## config.mk

```make
export PLATFORM = sky130hd
export DESIGN_NAME = mips_multicycle_control
export DESIGN_NICKNAME = d
export VERILOG_FILES = /design/src/rtl/mips_pkg.sv /design/src/rtl/mips_multicycle_control.sv
export SDC_FILE = /design/constraint.sdc
export NUM_CORES = 1
export LEC_CHECK = 0
export CAP_MARGIN = 20
export CORE_UTILIZATION = 35
export CTS_BUF_LIST = sky130_fd_sc_hd__clkbuf_8
export DETAILED_ROUTE_END_ITERATION = 8
export HOLD_SLACK_MARGIN = 0.06
export PLACE_DENSITY_LB_ADDON = 0.2
export SLEW_MARGIN = 10
export SYNTH_ARGS = -nofsm -noshare
export SYNTH_HDL_FRONTEND = slang
export SYNTH_SLANG_ARGS = --single-unit
```

## constraint.sdc

```tcl
create_clock -name Clock -period 1.5 [get_ports Clock]
set_input_delay 0.3 -clock Clock [delete_from_list [all_inputs] [get_ports Clock]]
set_output_delay 0.3 -clock Clock [all_outputs]
set_load 0.005 [all_outputs]
```

## src/rtl/mips_pkg.sv

```systemverilog
// Shared encodings for the multicycle MIPS control FSM: states, opcodes and
// the datapath mux-select codes it drives.
package mips_pkg;

    typedef enum logic [3:0] {
        S_IDLE      = 4'd0,
        S_FETCH     = 4'd1,
        S_DECODE    = 4'd2,
        S_MEM_ADDR  = 4'd3,
        S_MEM_READ  = 4'd4,
        S_MEM_WB    = 4'd5,
        S_MEM_WRITE = 4'd6,
        S_EXECUTE   = 4'd7,
        S_R_WB      = 4'd8,
        S_BRANCH    = 4'd9,
        S_JUMP      = 4'd10,
        S_ADDI_EXEC = 4'd11,
        S_ADDI_WB   = 4'd12,
        S_TRAP      = 4'd15
    } state_t;

    localparam logic [5:0] OP_RTYPE = 6'b000000;
    localparam logic [5:0] OP_LW    = 6'b100011;
    localparam logic [5:0] OP_SW    = 6'b101011;
    localparam logic [5:0] OP_BEQ   = 6'b000100;
    localparam logic [5:0] OP_J     = 6'b000010;
    localparam logic [5:0] OP_ADDI  = 6'b001000;

    localparam logic [1:0] ALUOP_ADD   = 2'b00;
    localparam logic [1:0] ALUOP_SUB   = 2'b01;
    localparam logic [1:0] ALUOP_FUNCT = 2'b10;

    localparam logic [1:0] SRCB_B       = 2'b00;
    localparam logic [1:0] SRCB_FOUR    = 2'b01;
    localparam logic [1:0] SRCB_IMM     = 2'b10;
    localparam logic [1:0] SRCB_IMM_SH2 = 2'b11;

    localparam logic [1:0] PCSRC_ALU    = 2'b00;
    localparam logic [1:0] PCSRC_ALUOUT = 2'b01;
    localparam logic [1:0] PCSRC_JUMP   = 2'b10;

    // Successor of DECODE; unknown opcodes either trap or retire as a NOP.
    function automatic state_t decode_next(input logic [5:0] opcode, input bit trap_on_illegal);
        case (opcode)
            OP_RTYPE:     return S_EXECUTE;
            OP_LW, OP_SW: return S_MEM_ADDR;
            OP_BEQ:       return S_BRANCH;
            OP_J:         return S_JUMP;
            OP_ADDI:      return S_ADDI_EXEC;
            default:      return trap_on_illegal ? S_TRAP : S_FETCH;
        endcase
    endfunction

endpackage

```

## src/rtl/mips_multicycle_control.sv

```systemverilog
// Multicycle MIPS main control: Moore FSM sequencing fetch, decode, execute,
// memory and writeback, stalling on MemReady in the three memory states.
module mips_multicycle_control
    import mips_pkg::*;
#(
    parameter bit TRAP_ON_ILLEGAL = 1'b1
) (
    input  logic       Clock,
    input  logic       Reset,
    input  logic [5:0] Opcode,
    input  logic       MemReady,
    output logic       PCWrite,
    output logic       PCWriteCond,
    output logic       IorD,
    output logic       MemRead,
    output logic       MemWrite,
    output logic       IRWrite,
    output logic       MemtoReg,
    output logic       RegDst,
    output logic       RegWrite,
    output logic       ALUSrcA,
    output logic [1:0] ALUSrcB,
    output logic [1:0] ALUOp,
    output logic [1:0] PCSource,
    output logic       Exception,
    output logic [3:0] State
);

    state_t state_q, state_d;

    // NOTE: sequential state uses non-blocking assignments so every flop
    // samples pre-edge values regardless of process evaluation order.
    always_ff @(posedge Clock or posedge Reset) begin
        if (Reset) state_q <= S_IDLE;
        else       state_q <= state_d;
    end

    assign State = state_q;

    always_comb begin
        // NOTE: every output gets a default before the case so no path
        // through the decode leaves a signal unassigned (no latches).
        state_d     = state_q;
        PCWrite     = 1'b0;
        PCWriteCond = 1'b0;
        IorD        = 1'b0;
        MemRead     = 1'b0;
        MemWrite    = 1'b0;
        IRWrite     = 1'b0;
        MemtoReg    = 1'b0;
        RegDst      = 1'b0;
        RegWrite    = 1'b0;
        ALUSrcA     = 1'b0;
        ALUSrcB     = SRCB_B;
        ALUOp       = ALUOP_ADD;
        PCSource    = PCSRC_ALU;
        Exception   = 1'b0;

        case (state_q)
            S_IDLE: state_d = S_FETCH;

            S_FETCH: begin
                MemRead = 1'b1;
                ALUSrcB = SRCB_FOUR;
                // IR and PC load only on the cycle the instruction word arrives.
                IRWrite = MemReady;
                PCWrite = MemReady;
                if (MemReady) state_d = S_DECODE;
            end

            S_DECODE: begin
                ALUSrcB = SRCB_IMM_SH2;
                state_d = decode_next(Opcode, TRAP_ON_ILLEGAL);
            end

            S_MEM_ADDR: begin
                ALUSrcA = 1'b1;
                ALUSrcB = SRCB_IMM;
                state_d = (Opcode == OP_SW) ? S_MEM_WRITE : S_MEM_READ;
            end

            S_MEM_READ: begin
                MemRead = 1'b1;
                IorD    = 1'b1;
                if (MemReady) state_d = S_MEM_WB;
            end

            S_MEM_WB: begin
                RegWrite = 1'b1;
                MemtoReg = 1'b1;
                state_d  = S_FETCH;
            end

            S_MEM_WRITE: begin
                MemWrite = 1'b1;
                IorD     = 1'b1;
                if (MemReady) state_d = S_FETCH;
            end

            S_EXECUTE: begin
                ALUSrcA = 1'b1;
                ALUOp   = ALUOP_FUNCT;
                state_d = S_R_WB;
            end

            S_R_WB: begin
                RegWrite = 1'b1;
                RegDst   = 1'b1;
                state_d  = S_FETCH;
            end

            S_BRANCH: begin
                ALUSrcA     = 1'b1;
                ALUOp       = ALUOP_SUB;
                PCWriteCond = 1'b1;
                PCSource    = PCSRC_ALUOUT;
                state_d     = S_FETCH;
            end

            S_JUMP: begin
                PCWrite  = 1'b1;
                PCSource = PCSRC_JUMP;
                state_d  = S_FETCH;
            end

            S_ADDI_EXEC: begin
                ALUSrcA = 1'b1;
                ALUSrcB = SRCB_IMM;
                state_d = S_ADDI_WB;
            end

            S_ADDI_WB: begin
                RegWrite = 1'b1;
                state_d  = S_FETCH;
            end

            S_TRAP: Exception = 1'b1;

            default: state_d = S_IDLE;
        endcase
    end

endmodule

```

==> results.sh, run 1 <==
export IMPL_yosysSeqAreaShare_pct=19.1
export IMPL_powerDensity_mw_per_mm2=1920
export IMPL_violations="negative setup slack"
export IMPL_vias=994
export IMPL_reg2reg_setup_slack_ns=-0.21
export IMPL_met2WireLength_microns=1710
export IMPL_start_util_pct=38.7
export IMPL_slew_headroom_pct=80.0
export IMPL_pin_count=30
export IMPL_numCtsBuffers=3
export IMPL_multi_input_area_sq_um=536
export IMPL_cp_max_fo=4
export IMPL_most_common_layout_cells="buf_4, buf_6, buf_2"
export IMPL_ant_nets=0
export IMPL_die_h_microns=40.7
export IMPL_top_layer="met4"
export IMPL_route_met3_wl_microns=325
export IMPL_grt_max_degree=9
export IMPL_root_buffer="clkbuf_8"
export IMPL_clk_latency_ns=0.24
export IMPL_synth_edff_count=0
export IMPL_n_antenna_cell=0
export IMPL_routed_via_density=6.41
export IMPL_rows=13
export IMPL_fin_ws_ns=-0.213
export IMPL_required_ns=1.66
export IMPL_synth_fp_nets=84
export IMPL_wl_microns=3500
export IMPL_start_kind="flop"
export IMPL_synthFlopType="dfrtp_1"
export IMPL_largest_reg_flops=4
export IMPL_cts_tree="done"
export IMPL_grt_setup_unrepaired="true"
export IMPL_drt_iter0_drc=40
export IMPL_cts_max_level=1
export IMPL_ys_warnings_count=0
export IMPL_yosys_cell_types_count=33
export IMPL_grtUsageTotal_pct=46.8
export IMPL_seqCellArea_sq_um=104
export IMPL_syn2layout_area_growth_pct=149
export IMPL_clk_pin_slew_worst_paths_ns=0.04
export IMPL_dpl_cell_area_sq_um=925
export IMPL_ys_top_cells_by_area="dfrtp_1, nor3_1, xnor2_1"
export IMPL_die_area_sq_mm=0.00165
export IMPL_slew_violations=0
export IMPL_reg2regPathDepth=6
export IMPL_die_x_microns=40.7
export IMPL_io_buffers=29
export IMPL_syn_avg_cell_area_sq_um=6.97
export IMPL_antenna_found_initial=0
export IMPL_worst_slew_pin_slew_ns=0.296
export IMPL_cts_sinks=4
export IMPL_ys_ff_latch=4
export IMPL_setup_viol=16
export IMPL_hp_class="in2async"
export IMPL_reg2reg_from="State[3]"
export IMPL_p_leak_uw=0.000632
export IMPL_synth_top_area_share_pct=19.1
export IMPL_worstPathArrival_ns=1.87
export IMPL_grt_overflow_total=0
export IMPL_coreArea_sq_mm=0.00135
export IMPL_fillers=31
export IMPL_drc=0
export IMPL_clk_path_buf_depth=2
export IMPL_gp_congestion=0.753
export IMPL_drv_cap=0
export IMPL_final_cells=155
export IMPL_syn_area_sq_um=523
export IMPL_report_power_total_uw=2490
export IMPL_place_inst=128
export IMPL_place_detailed_hpwl_microns=1270
export IMPL_final_common_cell="buf_4"
export IMPL_max_freq_ghz=0.584
export IMPL_period_needed_ns=1.71
export IMPL_finalHoldViolCount=0
export IMPL_tns_ns=-2.01
export IMPL_postSynthCellCount=75
export IMPL_skew_ns=0.00364
export IMPL_status="finished with violations"
export IMPL_wl_per_cell_microns=22.6
export IMPL_peakVddDrop_mv=1.22
export IMPL_finalCritPeriodShare_pct=114
export IMPL_crit_path_end_kind="flop"
export IMPL_critical_path_class="reg2reg"
export IMPL_place_ws_ns=-0.592
export IMPL_nets=151
export IMPL_firstDrtPassIters=4
export IMPL_synth_largest_area_cell="dfrtp_1"
export IMPL_met1Wirelength_microns=1210
export IMPL_synthArstFlopShare_pct=100
export IMPL_cts_hold_buf=0
export IMPL_design_area_sq_mm=0.00130
export IMPL_grt_pass1_vias=919
export IMPL_r2r_end="State[1]"
export IMPL_grt_pass1_wl_microns=4700
export IMPL_layout_drive_gt1_share_pct=65.0
-- where the power goes --
group          internal, uW  total, uW  switching [uW]
Clock                   174        261            87.4
Sequential              159        226            67.1
Combinational          1050       2010             957
Total                  1380       2490            1110
-- area by class of cell --
type                       count  area share, %
inverter                       4           1.15
multi-input combinational     58           41.2
tap                           15           1.44
clock buffer                   3           3.18
sequential                     4           7.99
timing repair buffer          71           45.0
-- per-stage QoR --
step	utilization, %	hold slack (ns)
floorplan	-	0.0661
global route	96.3	0.289
CTS	88.4	0.275
detailed placement	68.5	0.508
global placement	68.5	0.488
finish	96.3	0.257
-- routing by layer --
| metal | global-route usage [%] | vias up |
|---|---|---|
| li1 | - | 407 |
| met2 | 73.8 | 99 |
| met5 | 8.33 | - |
| met1 | 42.3 | 456 |
| met4 | 38.3 | 0 |
| met3 | 27.7 | 32 |
-- kinds of logic (layout without fill, tap and decap cells) --
group           after synthesis  after routing  share of synthesized area, %
simple gates                 35             35                          35.4
compound gates               18             18                          24.9
buf+inv                      13             78                          12.0
xor+xnor                      4              4                          6.70
flops                         4              4                          19.1
mux                           1              1                          1.91
-- cells in the mapped netlist (all sizes together), types with 2 or more instances --
library cell / n
a21boi: 2
a21oi: 2
a31oi: 2
buf: 8
dfrtp: 4
inv: 4
nand2: 4
nand2b: 4
nand3: 2
nand3b: 3
nor2: 6
nor3: 9
nor4: 3
o21ai: 3
xnor2: 4
-- critical path, cell delays in order (launching register included) --
cell and delay [ns]:
dfrtp_1 0.41, buf_6 0.14, buf_6 0.11, buf_6 0.11, or4_4 0.54, a21boi_4 0.16, a311o_1 0.16
-- worst max path at each step --
stage             start        to  slack, ns  cells after the start
2_1_floorplan  State[3]   PCWrite       0.06                      4
3_3_place_gp   MemReady   PCWrite      -0.52                      5
3_5_place_dp   MemReady   PCWrite      -0.59                      5
4_1_cts        State[1]   PCWrite      -0.21                      5
5_1_grt        State[3]  State[1]      -0.24                      6
6_report       State[3]  State[1]      -0.21                      6
-- timing repair --
item                                   CTS  global route
endpoints found under the hold margin    0             0
gates resized for setup                100            36
pin swaps                               14            13
setup endpoints to repair               24            24
buffers inserted                        19             7
Power figures use the tool's default switching activity.
==> run 2: changes to the inputs <==
MAX_ROUTING_LAYER = met4   (was not set)
SKIP_CTS_REPAIR_TIMING = 1   (was not set)
==> run 2 against run 1 <==
Net effect: the flow still finishes with violations (negative setup slack); worst hold slack improved by 0.011 ns; core utilization fell by 9.4 points; critical path depth fell by 1; largest power group unchanged; final area fell by 9.7%; final cell count fell by 5.8%; total power fell by 20%; sequential power rose by 9.7%; clock power fell by 10%; critical endpoint is now ALUSrcB[0].
==> results.sh, run 2 (synthesized netlist as in run 1, its figures left out) <==
export IMPL_nets=142
export IMPL_grtUsageTotal_pct=21.7
export IMPL_numCtsBuffers=3
export IMPL_crit_path_end_kind="primary output"
export IMPL_clockPowerShare_pct=11.7
export IMPL_finalCritPeriodShare_pct=110
export IMPL_rows=13
export IMPL_drc=0
export IMPL_hp_class="in2async"
export IMPL_pin_count=30
export IMPL_io_buffers=29
export IMPL_grt_max_degree=17
export IMPL_n_antenna_cell=0
export IMPL_p_int_uw=1190
export IMPL_required_ns=1.20
export IMPL_ant_nets=0
export IMPL_max_freq_ghz=0.606
export IMPL_cp_max_fo=6
export IMPL_layout_drive_gt1_share_pct=48.9
export IMPL_final_common_cell="buf_4"
export IMPL_multi_input_area_sq_um=448
export IMPL_clk_path_buf_depth=2
export IMPL_die_x_microns=40.7
export IMPL_setup_viol=12
export IMPL_worst_slew_pin_slew_ns=0.342
export IMPL_cts_tree="done"
export IMPL_largest_reg_flops=4
export IMPL_grt_pass1_wl_microns=2290
export IMPL_wl_microns=2350
export IMPL_antenna_found_initial=0
export IMPL_grt_pass1_vias=568
export IMPL_p_switching_uw=820
export IMPL_peakVddDrop_mv=1.25
export IMPL_skew_ns=0.00108
export IMPL_worstPathArrival_ns=1.35
export IMPL_grt_overflow_total=0
export IMPL_seqCellArea_sq_um=104
export IMPL_die_h_microns=40.7
export IMPL_die_area_sq_mm=0.00165
export IMPL_clk_pin_slew_worst_paths_ns=0.03
export IMPL_place_detailed_hpwl_microns=1270
export IMPL_firstDrtPassIters=4
export IMPL_grt_setup_unrepaired="true"
export IMPL_root_buffer="clkbuf_8"
export IMPL_swShare_pct=40.9
export IMPL_slew_violations=0
export IMPL_seqPwrFrac_pct=12.4
export IMPL_fillers=64
export IMPL_drt_iter0_drc=25
export IMPL_pwr_share_comb_pct=75.9
export IMPL_start_util_pct=38.7
export IMPL_finalHoldViolCount=0
export IMPL_clk_latency_ns=0.22
export IMPL_critical_path_class="reg2out"
export IMPL_syn2layout_area_growth_pct=124
export IMPL_routed_via_density=5.73
export IMPL_drv_cap=0
export IMPL_start_kind="flop"
export IMPL_violations="negative setup slack"
export IMPL_wl_per_cell_microns=16.1
export IMPL_cts_sinks=4
export IMPL_most_common_layout_cells="buf_4, dlymetal6s2s_1, buf_2, buf_6"
export IMPL_vias=837
export IMPL_fin_ws_ns=-0.149
export IMPL_tns_ns=-0.847
export IMPL_coreArea_sq_mm=0.00135
export IMPL_gp_congestion=0.762
export IMPL_period_needed_ns=1.65
export IMPL_slew_headroom_pct=76.8
export IMPL_status="finished with violations"
export IMPL_reg2reg_setup_slack_ns=0
export IMPL_place_ws_ns=-0.592
export IMPL_powerDensity_mw_per_mm2=1710
export IMPL_cts_max_level=1
export IMPL_p_leak_uw=0.000711
## run 2: cell count changes in the layout (fill, tap and decap cells not counted), sizes merged
cell / previous run / this run
dlygate4sd2: 4 / 0
buf: 56 / 42
dlymetal6s2s: 1 / 14
clkdlybuf4s15: 3 / 0
clkbuf: 7 / 6
## run 2: layout make-up
| cell class | instances | area share [%] |
|---|---|---|
| clock buffer | 3 | 3.52 |
| inverter | 4 | 1.28 |
| multi-input combinational | 58 | 38.2 |
| sequential | 4 | 8.85 |
| tap | 15 | 1.60 |
| timing repair buffer | 62 | 46.6 |
## run 2: metrics by stage
stage	std cells	power, uW	hold slack [ns]	area (sq um)	util (%)
after CTS	131	1650	0.275	966	71.5
after floorplan	75	770	0.0661	529	-
final	146	2010	0.267	1170	86.9
after global placement	128	1380	0.488	925	68.5
after detailed placement	128	1420	0.508	925	68.5
after global routing	146	2120	0.291	1170	86.9
## run 2: routing by layer
metal  vias up  GRT usage [%]  wire [microns]
met3         6           4.89             133
li1        385              -               -
met4         0           7.50              40
met2        46           38.5            1260
met1       400           23.4             913
met5         -              -               0
## run 2: worst paths after layout
kind,startpoint,end,cells after the start
worst max register to register,State[1],State[1],4
worst max-delay path,State[1],ALUSrcB[0],5
worst min-delay path,Reset,State[1],2
worst min register to register,State[2],State[0],2
max in group asynchronous,Reset,State[0],2
min in group Clock,Opcode[0],State[0],4
## run 2: power groups by stage
stage / logic [uW] / registers (uW) / clock network, uW
finish: 1520 / 248 / 235
global route: 1620 / 253 / 242
CTS: 1200 / 221 / 234
detailed placement: 1200 / 221 / 0
global placement: 1160 / 219 / 0
floorplan: 584 / 186 / 0
## run 2: worst max-delay path: stages (launching register included)
cell,delay (ns)
dfrtp_2,0.46
buf_6,0.15
buf_6,0.12
xnor2_1,0.11
nor3_1,0.13
buf_2,0.15
==> run 3: changes to the inputs <==
SLEW_MARGIN = 0   (was 10)
==> results of run 3 <==
Final layout, timing and power as in run 2 (identical DEF).
